File: config.mk
export PLATFORM = sky130hd
export DESIGN_NAME = mult_share_ctrl
export DESIGN_NICKNAME = d
export VERILOG_FILES = /design/src/rtl/mult_share_ctrl.sv
export SDC_FILE = /design/constraint.sdc
export NUM_CORES = 1
export LEC_CHECK = 0
export ABC_AREA = 1
export CAP_MARGIN = 20
export CELL_PAD_IN_SITES_DETAIL_PLACEMENT = 0
export CELL_PAD_IN_SITES_GLOBAL_PLACEMENT = 1
export CORE_ASPECT_RATIO = 0.8
export CORE_MARGIN = 2
export CORE_UTILIZATION = 29
export DETAILED_ROUTE_END_ITERATION = 8
export PLACE_DENSITY_LB_ADDON = 0.1
export RECOVER_POWER = 25
export SKIP_LAST_GASP = 1
export SLEW_MARGIN = 0
export SYNTH_ARGS = -nofsm -noshare
export SYNTH_HDL_FRONTEND = slang
export SYNTH_SLANG_ARGS = --single-unit
File: constraint.sdc
create_clock -name clk -period 3 [get_ports clk]
set_input_delay 0.45 -clock clk [delete_from_list [all_inputs] [get_ports clk]]
set_output_delay 0.45 -clock clk [all_outputs]
set_load 0.05 [all_outputs]
File: src/rtl/mult_share_ctrl.sv
// Round-robin controller sharing one external serial signed multiplier
// among nr requesters. Operands are captured on a one-cycle ack pulse, the
// multiplier is launched with a one-cycle start, and the product (or a
// timeout error) is returned to the granted requester with a done pulse.
module mult_share_ctrl #(
    parameter int nb = 8,
    parameter int nr = 4
) (
    input  logic                   clk,
    input  logic                   rst,
    input  logic [nr-1:0]          req,
    input  logic [nr*nb-1:0]       req_a,
    input  logic [nr*nb-1:0]       req_b,
    output logic [nr-1:0]          ack,
    output logic [nr-1:0]          done,
    output logic signed [2*nb-1:0] result,
    output logic                   err,
    output logic                   busy,
    output logic                   mul_start,
    output logic signed [nb-1:0]   mul_A,
    output logic signed [nb-1:0]   mul_B,
    input  logic                   mul_ready,
    input  logic signed [2*nb-1:0] mul_product
);

    localparam int GW  = $clog2(nr);
    localparam int WCW = $clog2(nb + 3);
    localparam logic [WCW-1:0] WCNT_MAX = WCW'(nb + 2);
    localparam logic [nr-1:0]  ONE_HOT0 = nr'(1);

    typedef enum logic [1:0] {IDLE, LAUNCH, WAIT} state_t;

    state_t          state;
    logic [GW-1:0]   last;
    logic [GW-1:0]   gnt;
    logic [WCW-1:0]  wcnt;
    logic [GW-1:0]   win;
    logic [GW-1:0]   cand;
    logic [nb-1:0]   win_a;
    logic [nb-1:0]   win_b;

    // Round-robin winner: first requester found searching upward from last+1.
    // Walking the distance downward lets the nearest candidate overwrite.
    always_comb begin
        win  = last;
        cand = last;
        for (int k = nr; k >= 1; k--) begin
            cand = GW'((int'(last) + k) % nr);
            if (req[cand]) win = cand;
        end
    end

    assign win_a = req_a[win*nb +: nb];
    assign win_b = req_b[win*nb +: nb];

    // Grant / launch / wait sequencer with all outputs registered.
    always_ff @(posedge clk) begin
        if (rst) begin
            state     <= IDLE;
            last      <= GW'(nr - 1);
            gnt       <= '0;
            wcnt      <= '0;
            ack       <= '0;
            done      <= '0;
            err       <= 1'b0;
            busy      <= 1'b0;
            mul_start <= 1'b0;
            mul_A     <= '0;
            mul_B     <= '0;
            result    <= '0;
        end else begin
            ack  <= '0;
            done <= '0;
            err  <= 1'b0;
            case (state)
                IDLE: begin
                    if (|req) begin
                        ack       <= ONE_HOT0 << win;
                        mul_A     <= win_a;
                        mul_B     <= win_b;
                        mul_start <= 1'b1;
                        gnt       <= win;
                        last      <= win;
                        busy      <= 1'b1;
                        state     <= LAUNCH;
                    end
                end
                LAUNCH: begin
                    mul_start <= 1'b0;
                    wcnt      <= '0;
                    state     <= WAIT;
                end
                WAIT: begin
                    // A ready seen in the first WAIT cycle may be left over
                    // from the previous product, so it is not trusted.
                    if (mul_ready && (wcnt != '0)) begin
                        result    <= mul_product;
                        done[gnt] <= 1'b1;
                        busy      <= 1'b0;
                        state     <= IDLE;
                    end else if (wcnt == WCNT_MAX) begin
                        result    <= '0;
                        err       <= 1'b1;
                        done[gnt] <= 1'b1;
                        busy      <= 1'b0;
                        state     <= IDLE;
                    end else begin
                        wcnt <= wcnt + WCW'(1);
                    end
                end
                default: begin
                    busy  <= 1'b0;
                    state <= IDLE;
                end
            endcase
        end
    end

endmodule

==> impl_metrics.csv <==
group,metric,value,unit
route,drtPass1Iterations,4,
global_routing,grtUsageTotal,0.166,
synthesis,yosys_most_used_dff,"dfxtp_1",
route,wire_per_inst,12.7,um
sta,tightest_slew,1.40,ns
status,outcome,"finished, final reports clean",
synthesis,synth_edf_count,0,
sta,slew_violations,0,
clock_tree,cts_buffer_depth,2,
clock_tree,post_cts_buffers,0,
placement,dp_hpwl,5810,um
cells_and_area,final.fill_count,919,
clock_tree,htreeDepth,2,
worst_setup_path,setup.worst_path.class,"input port to flop",
cells_and_area,nets,605,
floorplan,die_h,88.3,um
worst_setup_path,crit_chain,"dlygate4sd3_1 > clkbuf_1 > nor2_1 > buf_4 > nand2_1 > o21ai_0",
worst_setup_path,cp.arrival,2.54,ns
synthesis,syn_inst,390,
synthesis,synth_common_cells,"nand2_1, nand3_1, dfxtp_1, nor2_1, inv_1",
sta,skew,0.00602,ns
global_routing,grt_max_degree,33,
clock_tree,postCtsHoldBufs,0,
power,p_per_area,854,nW/um^2
floorplan,core,8560,sq um
floorplan,die-area,9650,sq um
sta,rsz0062_at_grt,"false",
floorplan,fp.dieW,109,um
synthesis,synth.ff_latch_count,53,
worst_setup_path,slowest_delay,1.03,ns
route,totalWireLength,7990,um
power,p_leak,1.71,nW
run,cap_violations,0,
cells_and_area,final_layout_size_suffix_gt1_frac,0.0523,
clock_tree,ctsResizeCount,0,
worst_setup_path,slowest_stage,"clkbuf_1",
global_routing,globalRoute.totalOverflow,0,
worst_setup_path,startpoint_type,"input port",
route,drc,0,
synthesis,yosysUniqueCellTypes,23,
worst_setup_path,cp-end-kind,"flop",
synthesis,synth.avg_cell_area,6.60,sq um
cells_and_area,num_antenna_cells,0,
power,irDropWorstVdd,519,uV
clock_tree,clk_latency,0.30,ns
clock_tree,cts_tree,"yes",
floorplan,boundaryPins,130,
sta,setup_tns,0,ns
synthesis,synth.area.top_cells,"dfxtp_1, nand2_1, nand3_1, a21oi_1, nor2_1",
global_routing,grt_first_pass_wirelength,12700,um
synthesis,yosysSeqAreaShare,0.412,
sta,hold_viol,0,
worst_setup_path,cp_top_family,"buffers and inverters",
worst_setup_path,crit_required,3.18,ns
floorplan,fp-row-count,30,
route,vias,2785,
placement,io_buffers,129,
sta,period_share,0.787,
min_path,hp-class,"flop to flop",
clock_tree,numCtsBuffers,5,
worst_setup_path,path_max_fanout,29,
sta,maxSlewHeadroom,0.0652,
worst_setup_path,crit_buf_inv,3,
sta,setup_viol,0,
synthesis,synth_area_leader_cell,"dfxtp_1",
clock_tree,cts_sinks,53,
power,fin_total_pwr,3.43,mW
synthesis,synth.cell_area,2570,sq um
global_routing,antenna_found_initial,0,
sta,clock.fmax,423,MHz
sta,fin_crit,2.36,ns
sta,hold_slack,0.458,ns
route,via_per_inst,4.43,
route,ant_nets,0,
floorplan,start_util,0.301,
global_routing,grt_pass1_vias,2583,
synthesis,synthArstFlopShare,0,
synthesis,yosysWarnings,0,
clock_tree,path_clk_slew,0.10,ns
route,drt_iter0_drc,120,
placement,place_congestion,0.886,
synthesis,synth_top_area_frac,0.412,
cells_and_area,syn_to_final_growth,56.2,%
clock_tree,root_buffer,"clkbuf_8",
synthesis,synth_most_common_cell,"nand2_1",
synthesis,syn_nets,480,
==> metal layers <==
layer  track usage  part of all wire  vias to the layer above  wire [um]
met3        0.0295             0.072                        2        578
li1              -                 -                     1485          -
met4        0.0483            0.0059                        0         47
met5             0                 0                        -          0
met1         0.232              0.49                     1223       3890
met2         0.264              0.43                       75       3470
==> worst paths after layout <==
check	depth (start not counted)	endpoint	slack [ns]	from
setup / recovery	6	gnt[0]	0.64	rst
hold / removal	2	mul_A[6]	0.46	mul_A[6]
setup reg to reg	13	mul_B[2]	0.85	last[0]
hold reg to reg	2	mul_A[6]	0.46	mul_A[6]
==> logic make-up (layout without fill, tap and decap cells) <==
logic type	count (synthesis)	after routing	share of synthesized area
flops	53	53	0.412
simple gates	264	264	0.433
buf+inv	44	170	0.0865
fa+ha+maj	3	3	0.0146
compound gates	26	26	0.0540
==> power by group <==
| group | switching, mW | internal [mW] | leakage, nW |
|---|---|---|---|
| clock network | 0.253 | 0.169 | 0.0447 |
| registers | 0.0953 | 0.861 | 0.433 |
| logic | 1.37 | 0.683 | 1.23 |
==> sequential cells by signal, indices dropped and copies added, names as in the netlist <==
name	count
busy	1
mul_B	8
result	16
ack	4
done	4
gnt	2
mul_start	1
mul_A	8
state	2
wcnt	4
last	2
err	1
==> cells in the final DEF, fill, tap and decap left out, types with 2 or more instances in the layout <==
cell and n:
nand2_1 165, clkdlybuf4s50_1 126, nand3_1 60, dfxtp_1 53, nor2_1 25, inv_1 24
a21oi_1 20, nand2_2 8, clkbuf_8 5, buf_4 4, inv_2 3, ha_1 3
dlygate4sd3_1 3, a211oi_1 2, inv_6 2, nand3_2 2, nor4_1 2, o21ai_0 2
==> through the flow <==
step,util,instance area [sq um],worst slack [ns],std cells
3_5_place_dp,0.459,3930,0.558,620
4_1_cts,0.470,4020,0.821,628
2_1_floorplan,-,2570,1.46,390
6_report,0.470,4020,0.638,628
3_3_place_gp,0.459,3930,0.597,620
5_1_grt,0.470,4020,0.476,628
==> tightest hold or removal path: stages, from the launching register on <==
cell,delay [ns]
dfxtp_1,0.32
nand2_1,0.06
nand2_1,0.04
==> layout make-up <==
class                           instances  area (sq um)  area share
Sequential cell                        53          1060       0.264
Multi-Input combinational cell        293          1290       0.321
Tap cell                              112           140      0.0349
Clock inverter                          3          25.0     0.00622
Clock buffer                            5          68.8      0.0171
Inverter                               28           110      0.0274
Timing Repair Buffer                  134          1330       0.330
Power figures use the tool's default switching activity.
